===== src/rtl/mem_loader_pkg.sv =====
// Shared definitions for the boot-image loader and future DMA/fetch blocks.
package mem_loader_pkg;

  localparam int unsigned WORD_BYTES = 4;
  localparam int unsigned BYTE_W     = 8;
  localparam int unsigned WORD_W     = WORD_BYTES * BYTE_W;
  localparam int unsigned ADDR_W     = 32;
  localparam int unsigned STATE_W    = 3;

  typedef logic [STATE_W-1:0] state_t;

  localparam state_t S_IDLE   = 3'd0;
  localparam state_t S_LOAD   = 3'd1;
  localparam state_t S_WRITE  = 3'd2;
  localparam state_t S_VERIFY = 3'd3;
  localparam state_t S_DONE   = 3'd4;

  // Byte address of word idx relative to base; wraps silently at 2^32.
  function automatic logic [ADDR_W-1:0] word_addr(input logic [ADDR_W-1:0] base,
                                                  input logic [ADDR_W-1:0] idx);
    return base + (idx << $clog2(WORD_BYTES));
  endfunction

endpackage


===== src/rtl/mem_loader_byte_packer.sv =====
// Assembles little-endian words from a byte stream; first byte lands in [7:0].
module mem_loader_byte_packer
  import mem_loader_pkg::*;
(
  input  logic              clk,
  input  logic              rst,
  input  logic              clr_i,
  input  logic              byte_en_i,
  input  logic [BYTE_W-1:0] byte_i,
  output logic [WORD_W-1:0] word_c,
  output logic              word_valid_c
);

  localparam int unsigned BCNT_W = $clog2(WORD_BYTES);

  logic [BCNT_W-1:0] bcnt_q, bcnt_d;
  logic [WORD_W-1:0] word_q, word_d;

  // word_c already carries the byte offered this cycle so the last lane is usable at once.
  always_comb begin
    word_c                              = word_q;
    word_c[bcnt_q*BYTE_W +: BYTE_W]     = byte_i;
    word_valid_c = byte_en_i && (bcnt_q == BCNT_W'(WORD_BYTES - 1));
    bcnt_d       = bcnt_q;
    word_d       = word_q;
    if (clr_i) begin
      bcnt_d = '0;
      word_d = '0;
    end else if (byte_en_i) begin
      bcnt_d = bcnt_q + BCNT_W'(1);
      word_d = word_c;
    end
  end

  always_ff @(posedge clk) begin
    if (rst) begin
      bcnt_q <= '0;
      word_q <= '0;
    end else begin
      bcnt_q <= bcnt_d;
      word_q <= word_d;
    end
  end

endmodule


===== src/rtl/mem_loader.sv =====
// Boot-image loader: streams bytes into memory as words, then re-reads and
// checks an additive checksum before signalling done/err.
module mem_loader
  import mem_loader_pkg::*;
#(
  parameter logic [ADDR_W-1:0] BASE_ADDR = 32'h0000_0000,
  parameter int unsigned       MAX_WORDS = 1024,
  parameter int unsigned       LEN_W     = 16
) (
  input  logic              clk,
  input  logic              rst,
  input  logic              start,
  input  logic [LEN_W-1:0]  len_words,
  input  logic [BYTE_W-1:0] in_data,
  input  logic              in_valid,
  output logic              in_ready,
  output logic [ADDR_W-1:0] mem_addr,
  output logic [WORD_W-1:0] mem_data_in,
  output logic              mem_we,
  input  logic [WORD_W-1:0] mem_data_out,
  output logic              busy,
  output logic              done,
  output logic              err
);

  state_t state_q, state_d;

  logic [LEN_W-1:0]  len_q, len_d;
  logic [LEN_W-1:0]  widx_q, widx_d;
  logic [LEN_W-1:0]  vidx_q, vidx_d;
  logic [WORD_W-1:0] sum_q, sum_d;
  logic [WORD_W-1:0] vsum_q, vsum_d;
  logic [ADDR_W-1:0] mem_addr_q, mem_addr_d;
  logic [WORD_W-1:0] mem_data_in_q, mem_data_in_d;
  logic              mem_we_q, mem_we_d;
  logic              busy_q, busy_d;
  logic              done_q, done_d;
  logic              err_q, err_d;

  logic              xfer;
  logic              len_zero;
  logic              len_over;
  logic              pk_clr;
  logic              word_valid;
  logic [WORD_W-1:0] word;
  logic [LEN_W-1:0]  widx_inc;
  logic [LEN_W-1:0]  vidx_inc;
  logic [WORD_W-1:0] vsum_next;

  assign in_ready  = (state_q == S_LOAD);
  assign xfer      = in_valid && in_ready;
  assign len_zero  = (len_words == '0);
  assign len_over  = 32'(len_words) > MAX_WORDS;
  assign widx_inc  = widx_q + LEN_W'(1);
  assign vidx_inc  = vidx_q + LEN_W'(1);
  assign vsum_next = vsum_q + mem_data_out;

  mem_loader_byte_packer u_packer (
    .clk          (clk),
    .rst          (rst),
    .clr_i        (pk_clr),
    .byte_en_i    (xfer),
    .byte_i       (in_data),
    .word_c       (word),
    .word_valid_c (word_valid)
  );

  always_ff @(posedge clk) begin
    if (rst) begin
      state_q       <= S_IDLE;
      len_q         <= '0;
      widx_q        <= '0;
      vidx_q        <= '0;
      sum_q         <= '0;
      vsum_q        <= '0;
      mem_addr_q    <= BASE_ADDR;
      mem_data_in_q <= '0;
      mem_we_q      <= 1'b0;
      busy_q        <= 1'b0;
      done_q        <= 1'b0;
      err_q         <= 1'b0;
    end else begin
      state_q       <= state_d;
      len_q         <= len_d;
      widx_q        <= widx_d;
      vidx_q        <= vidx_d;
      sum_q         <= sum_d;
      vsum_q        <= vsum_d;
      mem_addr_q    <= mem_addr_d;
      mem_data_in_q <= mem_data_in_d;
      mem_we_q      <= mem_we_d;
      busy_q        <= busy_d;
      done_q        <= done_d;
      err_q         <= err_d;
    end
  end

  always_comb begin
    state_d = state_q;
    unique case (state_q)
      S_IDLE, S_DONE: begin
        if (start) state_d = (len_zero || len_over) ? S_DONE : S_LOAD;
      end
      S_LOAD:   if (word_valid) state_d = S_WRITE;
      S_WRITE:  state_d = (widx_inc == len_q) ? S_VERIFY : S_LOAD;
      S_VERIFY: if (vidx_inc == len_q) state_d = S_DONE;
      default:  state_d = S_IDLE;
    endcase
  end

  // Registered outputs are computed for the state being entered.
  always_comb begin
    len_d         = len_q;
    widx_d        = widx_q;
    vidx_d        = vidx_q;
    sum_d         = sum_q;
    vsum_d        = vsum_q;
    mem_addr_d    = mem_addr_q;
    mem_data_in_d = mem_data_in_q;
    err_d         = err_q;
    pk_clr        = 1'b0;
    mem_we_d      = (state_d == S_WRITE);
    busy_d        = (state_d == S_LOAD) || (state_d == S_WRITE) || (state_d == S_VERIFY);
    done_d        = (state_d == S_DONE);
    unique case (state_q)
      S_IDLE, S_DONE: begin
        if (start) begin
          err_d = len_over;
          if (!len_zero && !len_over) begin
            len_d  = len_words;
            widx_d = '0;
            vidx_d = '0;
            sum_d  = '0;
            vsum_d = '0;
            pk_clr = 1'b1;
          end
        end
      end
      S_LOAD: begin
        if (word_valid) begin
          mem_addr_d    = word_addr(BASE_ADDR, 32'(widx_q));
          mem_data_in_d = word;
        end
      end
      S_WRITE: begin
        sum_d  = sum_q + mem_data_in_q;
        widx_d = widx_inc;
        if (state_d == S_VERIFY) mem_addr_d = word_addr(BASE_ADDR, 32'(vidx_q));
      end
      S_VERIFY: begin
        vsum_d = vsum_next;
        vidx_d = vidx_inc;
        if (state_d == S_DONE) err_d = (vsum_next != sum_q);
        else                   mem_addr_d = word_addr(BASE_ADDR, 32'(vidx_inc));
      end
      default: ;
    endcase
  end

  assign mem_addr    = mem_addr_q;
  assign mem_data_in = mem_data_in_q;
  assign mem_we      = mem_we_q;
  assign busy        = busy_q;
  assign done        = done_q;
  assign err         = err_q;

endmodule


===== config.mk =====
export PLATFORM = sky130hd
export DESIGN_NAME = mem_loader
export DESIGN_NICKNAME = d
export VERILOG_FILES = /design/src/rtl/mem_loader_pkg.sv /design/src/rtl/mem_loader_byte_packer.sv /design/src/rtl/mem_loader.sv
export SDC_FILE = /design/constraint.sdc
export NUM_CORES = 1
export LEC_CHECK = 0
export ABC_AREA = 1
export ABC_CLOCK_PERIOD_IN_PS = 8900
export CAP_MARGIN = 20
export CORE_ASPECT_RATIO = 1.5
export CORE_MARGIN = 4
export CORE_UTILIZATION = 45
export DETAILED_ROUTE_END_ITERATION = 10
export GPL_TIMING_DRIVEN = 0
export MAX_ROUTING_LAYER = met4
export PLACE_DENSITY = 0.65
export SLEW_MARGIN = 10
export SYNTH_ARGS = -nofsm -noshare
export SYNTH_HDL_FRONTEND = slang
export SYNTH_SLANG_ARGS = --single-unit

===== constraint.sdc =====
create_clock -name clk -period 8.9 [get_ports clk]
set_input_delay 2.225 -clock clk [delete_from_list [all_inputs] [get_ports clk]]
set_output_delay 2.225 -clock clk [all_outputs]
set_load 0.05 [all_outputs]

-- Word level (Yosys, flattened, before mapping)
Index checks and enable logic that the tools add are counted.
- $lt $le $gt $ge: 1
- $mul: 0
- shift operators: 2
- reduce and logical (&&, ||, !) cells: 21
- divide/modulo/power cells: 0
- equal/unequal tests: 18
- add/sub/neg operators: 6
- muxes and demuxes: 25
- bitwise logic cells: 0
- operators with widths (operator ; count):
    32-bit 2-to-1 mux ; 5
    32-bit case mux with 2 select lines ; 2
    32-bit case mux with 3 select lines ; 1
    32-bit adder ; 2
    16-bit case mux with 2 select lines ; 2
    5-bit negation with 34-bit output ; 1
    8-bit by 34-bit variable shift with 32-bit output (first input constant) ; 1
    8-bit by 34-bit indexed part select with 32-bit output ; 1
    16-bit by 1-bit adder with 16-bit output (second input constant) ; 2
    32-bit bitwise mux ; 1
    16-bit equality test ; 2
    16-bit 2-to-1 mux ; 2
    32-bit inequality test ; 1
    16-bit by 11-bit greater-than comparator with 1-bit output (second input constant) ; 1
    16-bit zero test ; 1
    3-bit by 2-bit equality test with 1-bit output (second input constant) ; 4
    3-bit 2-to-1 mux ; 4
    3-bit case mux with 4 select lines ; 1
    3-bit AND reduction ; 4
    2-bit inequality test (second input constant) ; 5
    3-bit by 1-bit equality test with 1-bit output (second input constant) ; 2
    3-bit equality test (second input constant) ; 2
    1-bit 2-to-1 mux ; 5
    4-bit AND reduction ; 1
    13 further kinds ; 20
- output and inout port bits: 69
- latch bits: 0
- input port bits: 60
- register bits after elaboration: 217
- word-level logic and storage cells: 87
- memories kept: 0
- memory bits (writable): 0
- memory bits (read-only): 0

-- Logic depth before layout (Yosys ltp)
- depth in word-level cells: 8
- depth in mapped cells: 20
- mapped depth without buffers: 20

-- By module
A second synthesis with hierarchy kept.
- cell total of the unflattened synthesis: 2363
- area, all modules: 14546.5 um^2
- modules (own cells, without submodules) (module ; cells an instance ; sequential area each (um^2) ; instances ; area an instance (um^2)):
    mem_loader ; 2021 ; 3343.2 ; 1 ; 12502.0
    mem_loader_byte_packer ; 342 ; 680.7 ; 1 ; 2044.5

-- Worst setup path after synthesis
Ideal clock, no wire load.
- path kind: in2reg
- start: input mem_data_out[0]
- end: register err_q (netlist: err)
- setup time: 0.117 ns
- slack: 4.579 ns
- arrival time: 4.204 ns
- stages: 17
- buffers on the path: 0
- required time: 8.783 ns
- cells stage by stage: ha_1 -> fa_1 -> nand3_1 -> nand3_1 -> nand2_1 -> nand2_1 -> nand2_1 -> nand2_1 -> or2_2 -> nand3b_1 -> nand2_1 -> nor2_1 -> nand2_1 -> nor2_1 -> nand3_1 -> nand2_1 -> a21oi_1
- longest elaborated chain between the ends: 4
- RTL lines (element ; RTL line ; text):
    start, declared ; mem_loader.sv:20 ; input logic [WORD_W-1:0] mem_data_out,
    32-bit adder ; mem_loader.sv:56 ; assign vsum_next = vsum_q + mem_data_out;
    32-bit inequality test ; mem_loader.sv:153 ; if (state_d == S_DONE) err_d = (vsum_next != sum_q);
    1-bit 2-to-1 mux ; mem_loader.sv:153 ;
    1-bit case mux with 2 select lines ; mem_loader.sv:125 ; unique case (state_q)
    end signal, assigned ; mem_loader.sv:94 ; err_q <= err_d;
    end, declared ; mem_loader.sv:38 ; logic err_q, err_d;
No other way between the ends. The select of a mux whose other input is x is not followed.
A chain may end at the register's enable or synchronous reset.

-- Final worst setup path
Ends and elaborated chain as after synthesis.

==> impl_metrics.json <==
{
  "synth_edf_count": 0,
  "layout.nets": 2473,
  "viasPerCell": 5.32,
  "crit_family": "simple AND/OR/NAND/NOR gates",
  "grt_overflow": 0,
  "fin_setup_tns_ps": 0,
  "drt_wl_total_um": 49300,
  "multi_input_comb_area_um2": 8340,
  "synth_top_area_share": 0.282,
  "coreArea_um2": 30200,
  "synth_top_area_cell": "dfxtp_1",
  "wire_per_inst_um": 17.9,
  "first_pass_iters": 7,
  "initial_utilization": 0.455,
  "cts_root_buf": "clkbuf_16",
  "hold_path.class": "flip-flop to flip-flop",
  "dieArea_um2": 33400,
  "cts_num_sinks": 193,
  "syn_area_um2": 13700,
  "grt_pass1_vias": 14200,
  "synth_area_leaders": "dfxtp_1, nand2_1, a21oi_1",
  "worstPathArrival_ps": 5420,
  "drc": 0,
  "via_count": 14600,
  "die_w_um": 151,
  "cts_tree": "yes",
  "ys_seq_elements": 193,
  "track_usage": 0.302,
  "r2r_cells": 16,
  "synth.distinct_cells": 49,
  "die_y_um": 222,
  "clkTransAtPathRegs_ps": 80,
  "cp-start-kind": "input port",
  "crit_required_ps": 9240,
  "hold_violations": 0,
  "ys_warn_count": 0,
  "clk_latency_ps": 460,
  "n_antenna_cell": 0,
  "rsz0062_at_grt": "no",
  "avgSynthCellArea_um2": 6.24,
  "grt_pass1_wl_um": 75800,
  "synth.yosys.seq_area_share": 0.282,
  "critical_path.max_stage_delay_ps": 490,
  "antenna_left": 0,
  "dpl.hpwl_um": 40200,
  "place_congestion": 1.01,
  "worst_path_max_delay_cell": "fa_1",
  "fillCellCount": 3170,
  "drv_slew": 0,
  "setup_viol": 0,
  "crit_chain": "clkdlybuf4s50_1 > ha_1 > fa_1 > nand3_1 > nand3_1 > nand3_1 > nand3b_1 > nand2_1 > nand3_1 > nand3_1 > nand2_1 > nor2_1 > nand2_1 > nor2_1 > nand3_1 > nand2_1 > a21oi_1",
  "worstHoldPathCells": 2,
  "worstSetupPathType": "input port to flip-flop",
  "fmaxAchievable_mhz": 197,
  "post_cts_buffers": 0,
  "cpMostUsedCell": "nand3_1",
  "cts_resized": 0,
  "maxCapViolCount": 0,
  "crit_path_max_fanout": 4,
  "ir_worst_vdd_v": 0.000137,
  "fin_crit_sh": 0.571,
  "drtIter0Drc": 934,
  "numCtsBuffers": 17,
  "ctsHoldBuffers": 0,
  "syn_inst": 2197,
  "io_pins": 129,
  "grt_antenna_before_repair": 0,
  "crit_buf_inv": 1,
  "power.density_nw_per_um2": 113,
  "worst_slew_pin_slew_ps": 779,
  "fin_skew_ps": 14.7,
  "status": "finished clean",
  "num_rows": 78,
  "portBuffers": 111,
  "synthArstFlopShare": 0,
  "synth_ff_type": "dfxtp_1",
  "htree_num_levels": 4,
  "grt_max_degree": 19,
  "post-route-util": 0.529,
  "drive_gt1_frac": 0.0476,
  "regArea_um2": 3860,
  "fin_crit_ps": 5080,
  "areaGrowthSynthToFinish_pct": 16.5,
  "clockBufferDepth": 2,
  "crit_cells": 17,
  "cp-end-kind": "flip-flop",
  "max_slew_margin": 0.481,
  "p_leak_nw": 7.27
}
[cells in the mapped netlist (19+ instances only)]
master	instances
nand4_1	28
nor3_1	19
a21oi_1	226
xor2_1	34
a211oi_1	34
ha_1	69
nand2_1	657
dfxtp_1	193
nand3_1	146
inv_1	293
o22ai_1	25
clkbuf_1	52
buf_4	22
o21ai_0	50
nor2_1	201
[worst register-to-register path, stage by stage, from the launching register on]
cell	delay, ps
dfxtp_1	310
ha_1	250
fa_1	490
nand3_1	120
nand3_1	160
nand3_1	110
nand3b_1	290
nand2_1	320
nand3_1	140
nand3_1	120
nand2_1	70
nor2_1	100
nand2_1	70
nor2_1	150
nand3_1	100
nand2_1	80
a21oi_1	70
[flip-flops by register name, summed over array words and instances, names as in the netlist]
register / count
vsum_q: 32
done: 1
vidx_q: 16
u_packer.bcnt_q: 2
state_q: 3
mem_data_in: 32
mem_addr: 16
len_q: 16
widx_q: 16
err: 1
u_packer.word_q: 24
busy: 1
mem_we: 1
sum_q: 32
[path summary, 6_finish.rpt]
kind              slack (ps)            start          to
setup reg to reg        5820        vsum_q[0]         err
setup / recovery        3820  mem_data_out[0]         err
hold / removal           470       vsum_q[12]  vsum_q[12]
hold reg to reg          470       vsum_q[12]  vsum_q[12]
[logic make-up after synthesis]
logic type	synth area share
and+or+nand+nor	0.343
buffers and inverters	0.114
AOI/OAI and AO/OA	0.157
DFF	0.282
adders and majority gates	0.0659
xor gates and xnor gates	0.0381
other	0.000274
[per-stage QoR]
stage | std cells | power, mW | area (um2) | hold slack [ps] | setup WS [ps]
after floorplan | 2212 | 0.974 | 13800 | 432 | 4580
after global placement | 2723 | 1.03 | 15400 | 446 | 3390
after detailed placement | 2723 | 1.03 | 15400 | 450 | 3370
after CTS | 2755 | 1.82 | 16000 | 465 | 3860
after global routing | 2755 | 1.86 | 16000 | 487 | 3660
final | 2755 | 1.80 | 16000 | 467 | 3820
[cell usage in the layout (no fill, tap or decap), types with 16 or more instances in the layout]
master / n
a21oi_1: 226
inv_1: 293
nand2_1: 657
conb_1: 16
o22ai_1: 25
clkbuf_1: 52
nor2_1: 201
o21ai_0: 50
nor3_1: 19
ha_1: 69
nand3_1: 146
buf_4: 22
nand4_1: 28
clkbuf_16: 17
xor2_1: 34
a211oi_1: 34
clkdlybuf4s50_1: 111
dfxtp_1: 193
[area by class of cell]
type,count,area share
multi-input cells,1631,0.522
flip-flops and latches,193,0.242
inverters,303,0.0712
repair buffers,111,0.0696
well taps,400,0.0313
clock buffers,18,0.0275
plain buffers,85,0.0266
clock inverters,14,0.00933
[per-layer routing]
| layer | global-route usage | routed length, um | vias to the layer above |
|---|---|---|---|
| li1 | - | - | 7377 |
| met1 | 0.328 | 19100 | 6646 |
| met2 | 0.512 | 24500 | 464 |
| met3 | 0.0301 | 1960 | 161 |
| met4 | 0.206 | 3760 | 0 |
| met5 | - | 0 | - |
[report_power, final]
group	switching, mW	internal, mW	total [mW]
logic	0.0914	0.0556	0.147
clock network	0.389	0.403	0.792
registers	0.00151	0.864	0.866
total	0.482	1.32	1.80
Note: power is estimated with default switching activity, not from simulation.
